**config.mk**
```make
export PLATFORM = sky130hd
export DESIGN_NAME = mw_controller
export DESIGN_NICKNAME = d
export VERILOG_FILES = /design/src/rtl/mw_pkg.sv /design/src/rtl/mw_controller_seg7_decoder.sv /design/src/rtl/mw_controller.sv
export SDC_FILE = /design/constraint.sdc
export NUM_CORES = 1
export LEC_CHECK = 0
export CORE_MARGIN = 8
export CORE_UTILIZATION = 51
export CTS_CLUSTER_SIZE = 24
export DETAILED_ROUTE_END_ITERATION = 7
export PLACE_DENSITY = 0.73
export SYNTH_ARGS = -nofsm -noshare
export SYNTH_HDL_FRONTEND = slang
export SYNTH_SLANG_ARGS = --single-unit
export TNS_END_PERCENT = 20
```
**constraint.sdc**
```tcl
create_clock -name clk -period 2.8 [get_ports clk]
set_input_delay 0.56 -clock clk [delete_from_list [all_inputs] [get_ports clk]]
set_output_delay 0.56 -clock clk [all_outputs]
set_load 0.01 [all_outputs]
```
**src/rtl/mw_pkg.sv**
```systemverilog
// Shared types, 7-segment codes and the BCD countdown helper for the
// microwave front-panel controller.
package mw_pkg;

  typedef enum logic [1:0] {
    IDLE  = 2'd0,
    COOK  = 2'd1,
    PAUSE = 2'd2
  } state_t;

  typedef logic [3:0] bcd_t;

  // Displayed cook time, most significant digit first.
  typedef struct packed {
    bcd_t min_tens;
    bcd_t min_ones;
    bcd_t sec_tens;
    bcd_t sec_ones;
  } mm_ss_t;

  // Segment patterns {g,f,e,d,c,b,a}, active-high.
  localparam logic [6:0] SEG_0     = 7'h3F;
  localparam logic [6:0] SEG_1     = 7'h06;
  localparam logic [6:0] SEG_2     = 7'h5B;
  localparam logic [6:0] SEG_3     = 7'h4F;
  localparam logic [6:0] SEG_4     = 7'h66;
  localparam logic [6:0] SEG_5     = 7'h6D;
  localparam logic [6:0] SEG_6     = 7'h7D;
  localparam logic [6:0] SEG_7     = 7'h07;
  localparam logic [6:0] SEG_8     = 7'h7F;
  localparam logic [6:0] SEG_9     = 7'h6F;
  localparam logic [6:0] SEG_BLANK = 7'h00;

  // One-second countdown with BCD borrow. Seconds-tens wraps to 5 so the
  // display stays in MM:SS form; entered values such as 00:90 still count
  // down digit by digit. Never called on 00:00.
  function automatic mm_ss_t time_dec(input mm_ss_t t);
    mm_ss_t r;
    r = t;
    if (t.sec_ones != 4'd0) begin
      r.sec_ones = t.sec_ones - 4'd1;
    end else begin
      r.sec_ones = 4'd9;
      if (t.sec_tens != 4'd0) begin
        r.sec_tens = t.sec_tens - 4'd1;
      end else begin
        r.sec_tens = 4'd5;
        if (t.min_ones != 4'd0) begin
          r.min_ones = t.min_ones - 4'd1;
        end else begin
          r.min_ones = 4'd9;
          r.min_tens = t.min_tens - 4'd1;
        end
      end
    end
    return r;
  endfunction

endpackage

```
**src/rtl/mw_controller_seg7_decoder.sv**
```systemverilog
// BCD digit to 7-segment pattern; codes above 9 blank the digit.
module seg7_decoder
  import mw_pkg::*;
(
  input  logic [3:0] bcd,
  output logic [6:0] segs
);

  // Pure lookup of the digit pattern.
  always_comb begin
    // NOTE: every path assigns segs (via the default arm), so no latch is inferred.
    unique case (bcd)
      4'd0:    segs = SEG_0;
      4'd1:    segs = SEG_1;
      4'd2:    segs = SEG_2;
      4'd3:    segs = SEG_3;
      4'd4:    segs = SEG_4;
      4'd5:    segs = SEG_5;
      4'd6:    segs = SEG_6;
      4'd7:    segs = SEG_7;
      4'd8:    segs = SEG_8;
      4'd9:    segs = SEG_9;
      default: segs = SEG_BLANK;
    endcase
  end

endmodule

```
**src/rtl/mw_controller.sv**
```systemverilog
// Microwave front-panel controller: keypad MM:SS entry, start/stop/clear
// handling, one-second countdown while cooking, and four digit displays.
module mw_controller
  import mw_pkg::*;
#(
  parameter int TICK_DIV = 20_000_000
) (
  input  logic       clk,
  input  logic       rst,
  input  logic [9:0] keypad,
  input  logic       startn,
  input  logic       stopn,
  input  logic       clearn,
  input  logic       door_closed,
  output logic       mag_on,
  output logic [6:0] sec_ones_segs,
  output logic [6:0] sec_tens_segs,
  output logic [6:0] min_ones_segs,
  output logic [6:0] min_tens_segs
);

  localparam int CW = (TICK_DIV > 1) ? $clog2(TICK_DIV) : 1;
  localparam logic [CW-1:0] TICK_LAST = CW'(TICK_DIV - 1);

  state_t        state_q, state_d;
  mm_ss_t        time_q, time_d;
  logic [CW-1:0] cnt_q, cnt_d;
  logic [9:0]    keypad_q;
  logic          startn_q;
  logic          key_ok;
  logic          start_ev;
  bcd_t          key_digit;

  // Edge detection: a new one-hot key value, and a falling edge of startn.
  assign key_ok   = $onehot(keypad) && (keypad != keypad_q);
  assign start_ev = startn_q && !startn;

  // Translate the one-hot key into its digit value.
  always_comb begin
    key_digit = '0;
    for (int i = 0; i < 10; i++) begin
      if (keypad[i]) key_digit = bcd_t'(i);
    end
  end

  // Next state, time and tick counter, in priority order:
  // clear, stop/door-open, tick, start, key.
  always_comb begin
    // NOTE: defaults first so unassigned paths hold their value instead of
    // inferring latches.
    state_d = state_q;
    time_d  = time_q;
    cnt_d   = cnt_q;
    if (!clearn) begin
      state_d = IDLE;
      time_d  = '0;
      cnt_d   = '0;
    end else if (state_q == COOK) begin
      if (!stopn || !door_closed) begin
        state_d = PAUSE;
      end else if (cnt_q == TICK_LAST) begin
        cnt_d  = '0;
        time_d = time_dec(time_q);
        if (time_d == '0) state_d = IDLE;
      end else begin
        cnt_d = cnt_q + 1'b1;
      end
    end else begin
      // IDLE and PAUSE behave alike: entry allowed, start may resume.
      if (start_ev && door_closed && (time_q != '0)) begin
        state_d = COOK;
        cnt_d   = '0;
      end else if (key_ok) begin
        time_d = '{min_tens: time_q.min_ones,
                   min_ones: time_q.sec_tens,
                   sec_tens: time_q.sec_ones,
                   sec_ones: key_digit};
      end
    end
  end

  // State, time, divider, input history and registered magnetron enable.
  always_ff @(posedge clk or posedge rst) begin
    if (rst) begin
      state_q  <= IDLE;
      time_q   <= '0;
      cnt_q    <= '0;
      keypad_q <= '0;
      startn_q <= 1'b1;
      mag_on   <= 1'b0;
    end else begin
      // NOTE: non-blocking assignments so every register samples pre-edge values.
      state_q  <= state_d;
      time_q   <= time_d;
      cnt_q    <= cnt_d;
      keypad_q <= keypad;
      startn_q <= startn;
      mag_on   <= (state_d == COOK);
    end
  end

  seg7_decoder u_sec_ones (.bcd(time_q.sec_ones), .segs(sec_ones_segs));
  seg7_decoder u_sec_tens (.bcd(time_q.sec_tens), .segs(sec_tens_segs));
  seg7_decoder u_min_ones (.bcd(time_q.min_ones), .segs(min_ones_segs));
  seg7_decoder u_min_tens (.bcd(time_q.min_tens), .segs(min_tens_segs));

endmodule

```
==> qor.csv <==
stage;metric;value;unit
floorplan;die_y;108.7;um
grt;grt_max_degree;30;
floorplan;initial_core_util;51.47;%
worst_setup_path;crit_fanout;3;
worst_setup_path;r2r_start;time_q[8];
cells_and_area;diodes;0;
grt;first_global_vias;4135;
detailed_routing;via_per_inst;6.180;
timing;max_freq;253.5;MHz
cells_and_area;regArea;1378;um2
placed_design;dpl_cell_area;5200;um2
detailed_routing;drc;0;
power;p_sw_share;40.03;%
synthesis;ys_ff_latch;55;
worst_setup_path;r2r_slack;0.17;ns
power;pwr-share-seq;27.3;%
grt;grt_overflow;0;
worst_setup_path;cp-end-kind;flop;
timing;final.setup.tns;-17.05;ns
power;ir_drop;0.0002837;V
grt;grt_use_total;20.11;%
placed_design;place_congestion;0.9389;
worst_setup_path;r2r_cells;7;
worst_hold_path;hold_depth;2;
grt;grt_pass1_wl;19670;um
worst_setup_path;r2r-end;cnt_q[23];
timing;grt_setup_unrepaired;true;
timing;drv_slew;0;
cells_and_area;drive_above_1_share;17.07;%
worst_setup_path;crit_path_start_kind;input pin;
cells_and_area;fillers;727;
synthesis;synth_nets;554;
cts;clockRootBuffer;clkbuf_8;
cells_and_area;layout.cells.non_filler;688;
detailed_routing;ant_nets;0;
synthesis;synthFlopType;dfrtp_1;
timing;hold_viol_final;0;
floorplan;ioPinCount;45;
placed_design;dp_hpwl;8774;um
floorplan;coreArea;8508;um2
power;combinationalPowerShare;59.0;%
synthesis;postSynthCellCount;504;
timing;max_slew.worst_pin.slew;0.7248;ns
synthesis;seq_area_frac_synth;31.46;%
power;internal_power;2.067;mW
cts;clk_path_buf_depth;2;
cts;clkTransAtPathRegs;0.09;ns
cells_and_area;fin_nets;629;
grt;antenna_found_initial;0;
placed_design;io_buffers;44;
power;p_sw;1.380;mW
synthesis;syn_area_per_cell;8.689;um2
cells_and_area;multi_input_area;2816;um2
worst_hold_path;min_to;keypad_q[1];
timing;fin_skew;0.01010;ns
synthesis;synth_cell_types;65;
worst_setup_path;crit_type;in2reg;
floorplan;die_area;11810;um2
timing;finalSetupViolations;16;
synthesis;synth_edf_count;0;
floorplan;die_w;108.7;um
timing;layout_worst_path_cycle_share;140.9;%
timing;fin_ws;-1.145;ns
timing;period_needed;3.945;ns
power;clkPwrFrac;13.8;%
cts;tritoncts;built;
cts;htreeDepth;2;
worst_hold_path;worstHoldStart;keypad[1];
detailed_routing;wire_per_inst;16.96;um
cts;clk_latency;0.31;ns
power;p_leak;2.231;nW
detailed_routing;wl;11670;um
cts;cts.sinks;55;
synthesis;synthesis.area;4379;um2
detailed_routing;first_pass_iters;5;
worst_setup_path;arrival;4.15;ns
status;violations;negative setup slack;
synthesis;synth-async-reset-ratio;100.0;%
placed_design;place_inst;678;
cells_and_area;syn2layout_area_growth;22.97;%
run;max_cap_violations;0;
detailed_routing;drt_iter0_drc;171;
status;status;finished, violations left;
cells_and_area;design_area;5385;um2
worst_setup_path;startpoint;keypad[3];
worst_setup_path;cp.required;3.00;ns
timing;slew_headroom;51.58;%
detailed_routing;num_vias;4252;
worst_hold_path;hold_class;in2reg;
cts;cts-buffers-inserted;5;
power;power_density;640.2;nW/um2
synthesis;yosys_warnings;0;
floorplan;rows;34;
[kinds of logic (layout without fill, tap and decap cells)]
logic type      after synthesis  count (layout)  synth area share [%]
compound gates              155             156                 22.89
xor+xnor                     12              12                 2.400
fa+ha+maj                    34              34                 10.74
buf+inv                      58             133                 6.200
flops                        55              55                 31.46
mux                          12              12                 2.943
simple gates                178             178                 23.37
[worst max-delay path by stage]
stage                      to  cells past startpoint  slack (ns)
floorplan           time_q[0]                     14       -1.25
global placement    time_q[0]                     14       -1.78
detailed placement  time_q[1]                     14       -1.87
CTS                 time_q[6]                     14       -1.21
global route        time_q[4]                     15       -1.37
finish              time_q[4]                     15       -1.15
[power groups by stage]
| stage | Combinational [mW] | Clock (mW) | Sequential [mW] |
|---|---|---|---|
| floorplan | 1.15 | 0 | 0.932 |
| global placement | 1.92 | 0 | 0.951 |
| detailed placement | 1.96 | 0 | 0.952 |
| CTS | 2.01 | 0.494 | 0.938 |
| global route | 2.22 | 0.525 | 0.952 |
| finish | 2.03 | 0.475 | 0.940 |
[critical path, stage by stage]
cell	delay [ns]
buf_6	0.10
fa_1	0.49
fa_1	0.51
inv_1	0.05
fa_1	0.42
inv_1	0.07
ha_2	0.19
inv_2	0.04
fa_2	0.34
a2111o_1	0.31
a211oi_2	0.27
o31a_1	0.28
buf_4	0.16
nand2_1	0.08
a221oi_1	0.29
[through the flow]
stage | util, % | setup slack (ns) | hold WS (ns) | total power, mW
after floorplan | - | -1.249 | 0.4985 | 2.084
after detailed placement | 61.12 | -1.874 | 0.5416 | 2.909
after global routing | 63.29 | -1.367 | 0.4524 | 3.695
after global placement | 61.12 | -1.783 | 0.5214 | 2.873
final | 63.29 | -1.145 | 0.4718 | 3.447
after CTS | 62.74 | -1.212 | 0.4808 | 3.439
[cells in the mapped netlist (5+ instances only)]
master     n  share of area [%]
and3_1     8                1.1
nor2_1    26                2.2
nand2_1   41                3.5
ha_1      28                8.0
buf_2      6               0.69
nand3_1   17                1.9
o31ai_1   19                3.3
o211ai_1  10                1.7
a21o_1     5               0.86
clkbuf_1  14                1.2
o22ai_1    6               0.86
mux2_2     7                1.8
xnor2_1   12                2.4
or4_1     14                2.4
o21ai_0   37                4.2
fa_1       6                2.7
nor4_1    10                1.4
inv_1     31                2.7
mux2i_1    5                1.1
nand4_1    8                1.1
nor3_1    19                2.2
dfrtp_1   54                 31
a21oi_1   42                4.8
[layout make-up]
type | instances | area share [%]
tap | 108 | 2.509
clock buffer | 8 | 1.859
inverter | 31 | 2.161
timing repair buffer | 94 | 15.59
sequential | 55 | 25.58
multi-input combinational | 392 | 52.30
[flip-flops by register name (all words and copies together), names as in the netlist]
signal / count
startn_q: 1
time_q: 16
keypad_q: 10
mag_on: 1
cnt_q: 25
state_q: 2
[routing by layer]
metal	vias to the layer above	global-route usage [%]	share of wire, %
met2	142	33.35	50
met5	-	0	0
met1	2053	25.85	43
met3	24	2.660	5.7
li1	2033	-	-
met4	0	8.504	2.0
[layout by cell type (no fill, tap or decap), drive strengths merged, types with 3 or more instances in the layout]
cell	instances
nor2	26
nor3b	3
fa	6
or3b	5
o21ai	37
and4	4
nand2	41
buf	56
or3	3
nor2b	3
xnor2	12
a211oi	3
and3	8
ha	28
nand3	17
mux2i	5
nand2b	4
a21o	7
or4	14
o31ai	19
dfrtp	54
o211ai	10
a21oi	44
a221oi	3
a31oi	3
nor3	20
o21a	3
mux2	7
nand4	9
o32ai	3
o22ai	6
clkbuf	8
inv	31
nor4	14
clkdlybuf4s50	38
[what timing repair did]
action	in CTS	in global routing
endpoints found under the setup margin	16	20
hold buffers	0	0
cloned	1	0
setup buffers	1	0
pin swaps	10	10
gates resized for setup	37	10
Power figures use the tool's default switching activity.
==> RTL edit (same settings) <==
Reset style: synchronous (`rst`), changed in one clocked block.
--- a/src/rtl/mw_controller.sv
+++ b/src/rtl/mw_controller.sv
@@ -80,7 +80,7 @@
   end
 
   // State, time, divider, input history and registered magnetron enable.
-  always_ff @(posedge clk or posedge rst) begin
+  always_ff @(posedge clk) begin
     if (rst) begin
       state_q  <= IDLE;
       time_q   <= '0;
Behaviour: differs if rst is asserted again (counterexample within 4 cycles, from zero or initial values and one cycle with rst high); with rst held inactive, the same outputs for 4 cycles.
==> RTL edit against the original RTL <==
- the run still ends with negative setup slack left
- routed wire length is 27% higher
- area after synthesis is 12% higher
- power is 2.9% higher
- setup slack worse by 0.46 ns
- sequential cell count is 28 higher
- final area is 35% higher
- count of clock-buffer cells in the layout is 2 higher
- synthesized cell count is 16% higher
- register-to-register slack worse by 0.68 ns
- sequential share of layout area is 2.7 points lower
- critical endpoint is now u_min_tens.segs[4]
- largest cell class unchanged
==> RTL edit: results (changes against the original RTL) <==
compound-cell area share of the yosys netlist=0.210 (was 0.229); final net count=811 (was 629); Final Setup Violations=50 (was 16); setup ws final=-1.61 ns (was -1.15 ns); Gate Count Post-Synth=585 (was 504); commonest cells in the netlist=83 x dfxtp_1, 67 x nor2_1, 48 x nand2_1 (was 54 x dfrtp_1, 42 x a21oi_1, 41 x nand2_1); first drt pass iteration count=4 (was 5); failing checks=negative setup slack (unchanged); final worst-path cycle share=1.58 (was 1.41); drt wl/cell=16.6 µm (was 17.0 µm); post-place setup slack=-2.46 ns (was -1.87 ns); DP Cell Count=858 (was 678); Worst slew margin=0.688 (was 0.516); clock-pin slew on the worst setup and hold paths=0.09 ns (about the same); HPWL Detailed=10,300 µm (was 8770 µm); Post-Layout Cell Count=891 (was 688); largest fanout on the critical path=4 (was 3); reg2reg start=time_q[0] (was time_q[8]); Lkg Pwr=2.89 nW (was 2.23 nW); # H-tree levels=3 (was 2); Critical path origin=keypad[7] (was keypad[3]); Placer Congestion=0.945 (was 0.939); number of global-route vias before repair=5,018 (was 4,135); worst hold start=cnt_q[1] (was keypad[1]); Starting DRT DRC Count=360 (was 171); clk_lat worst skew=0.36 ns (was 0.31 ns); Vias=5,066 (was 4,252); status=complete, but fails checks (unchanged); top post-synthesis cells by area=dfxtp_1 34%, ha_1 7.9%, nor2_1 5.1%, nand2_1 3.7%, a21oi_1 3.6% (was dfrtp_1 31%, ha_1 8.0%, a21oi_1 4.8%, o21ai_0 4.2%, nand2_1 3.5%); first-pass GRT wire length=23,500 µm (was 19,700 µm); Arrival @ worst endpoint=4.71 ns (was 4.15 ns); mux contribution to synthesized area=0.0192 (was 0.0294); Filler cells=643 (was 727); largest net degree at the start of global routing=21 (was 30); Tot GR Track Use=0.221 (was 0.201); count of cell types in the netlist=69 (was 65); Seq/Total Area, Yosys=0.340 (was 0.315); worst vdd ir=0.303 mV (was 0.284 mV); Synth Area in XOR/XNOR=0.0412 (was 0.0240); clk_skew=0.0115 ns (was 0.0101 ns); Num CTS Buffers=9 (was 5); R2R setup slack=-0.51 ns (was 0.17 ns); HP Class=reg -> reg (was in -> reg); layout cells sized above 1=0.352 (was 0.171); adder-cell share of the synthesized area=0.104 (was 0.107); Synth async-reset ratio=0 (was 1.00); Post-Synthesis Net Count=638 (was 554)
## RTL edit: per-layer routing
layer / part of all wire / global-route usage / wire length, µm / vias up
li1: - / - / - / 2422
met1: 0.41 / 0.256 / 6030 / 2402
met2: 0.49 / 0.383 / 7280 / 200
met3: 0.072 / 0.0518 / 1060 / 42
met4: 0.031 / 0.0896 / 453 / 0
met5: 0 / 0 / 0 / -
## RTL edit: final timing paths
| kind | cells after the start | to |
|---|---|---|
| hold / removal | 2 | cnt_q[1] |
| hold reg to reg | 2 | cnt_q[1] |
| setup / recovery | 21 | u_min_tens.segs[4] |
| setup reg to reg | 14 | u_min_tens.segs[4] |
## RTL edit: final cells by class
class                      instances  area [µm²]  area share
clock buffer                      10         138      0.0189
clock inverter                     5        85.1      0.0117
inverter                          36         148      0.0203
multi-input combinational        442        3480       0.480
sequential                        83        1660       0.229
tap                              129         161      0.0222
timing repair buffer             186        1590       0.218
## RTL edit: power breakdown
group	switching (mW)	total, mW	internal [mW]	leakage [nW]
Combinational	0.651	1.31	0.660	2.11
Clock	0.461	0.988	0.527	0.109
Sequential	0.0186	1.25	1.23	0.673
Total	1.13	3.55	2.42	2.89
## RTL edit: cell families (layout without fill, tap and decap cells)
kind of cell,after synthesis,count (layout)
compound gates,144,144
xor+xnor,23,23
fa+ha+maj,37,37
buf+inv,60,237
flops,83,83
mux,9,9
simple gates,229,229
## RTL edit: timing repair
| action | 4_1_cts | 5_1_grt |
|---|---|---|
| gates cloned | 1 | 0 |
| hold buffers | 0 | 0 |
| pin swaps | 42 | 22 |
| buffers inserted | 13 | 5 |
| setup endpoints to repair | 61 | 65 |
| resized for setup | 84 | 42 |
## RTL edit: worst max-delay path: stages
cell       delay (ns)
buf_6            0.10
fa_1             0.51
fa_1             0.52
inv_1            0.05
fa_1             0.47
inv_1            0.04
ha_2             0.18
buf_4            0.13
buf_4            0.13
a2111oi_4        0.34
o2111ai_2        0.15
a31o_4           0.26
o21a_4           0.24
buf_6            0.13
o21ai_4          0.14
a21oi_4          0.10
inv_2            0.13
ha_4             0.14
inv_2            0.03
mux2_4           0.25
o21ai_2          0.12
## RTL edit: stage by stage
stage | area, µm² | utilization | TNS [ns] | hold WS (ns)
3_5_place_dp | 6450 | 0.694 | -96.73 | 0.502
4_1_cts | 7030 | 0.757 | -65.17 | 0.514
3_3_place_gp | 6450 | 0.694 | -92.51 | 0.474
5_1_grt | 7260 | 0.782 | -69.87 | 0.534
2_1_floorplan | 5010 | - | -69.75 | 0.458
6_report | 7260 | 0.782 | -60.99 | 0.512
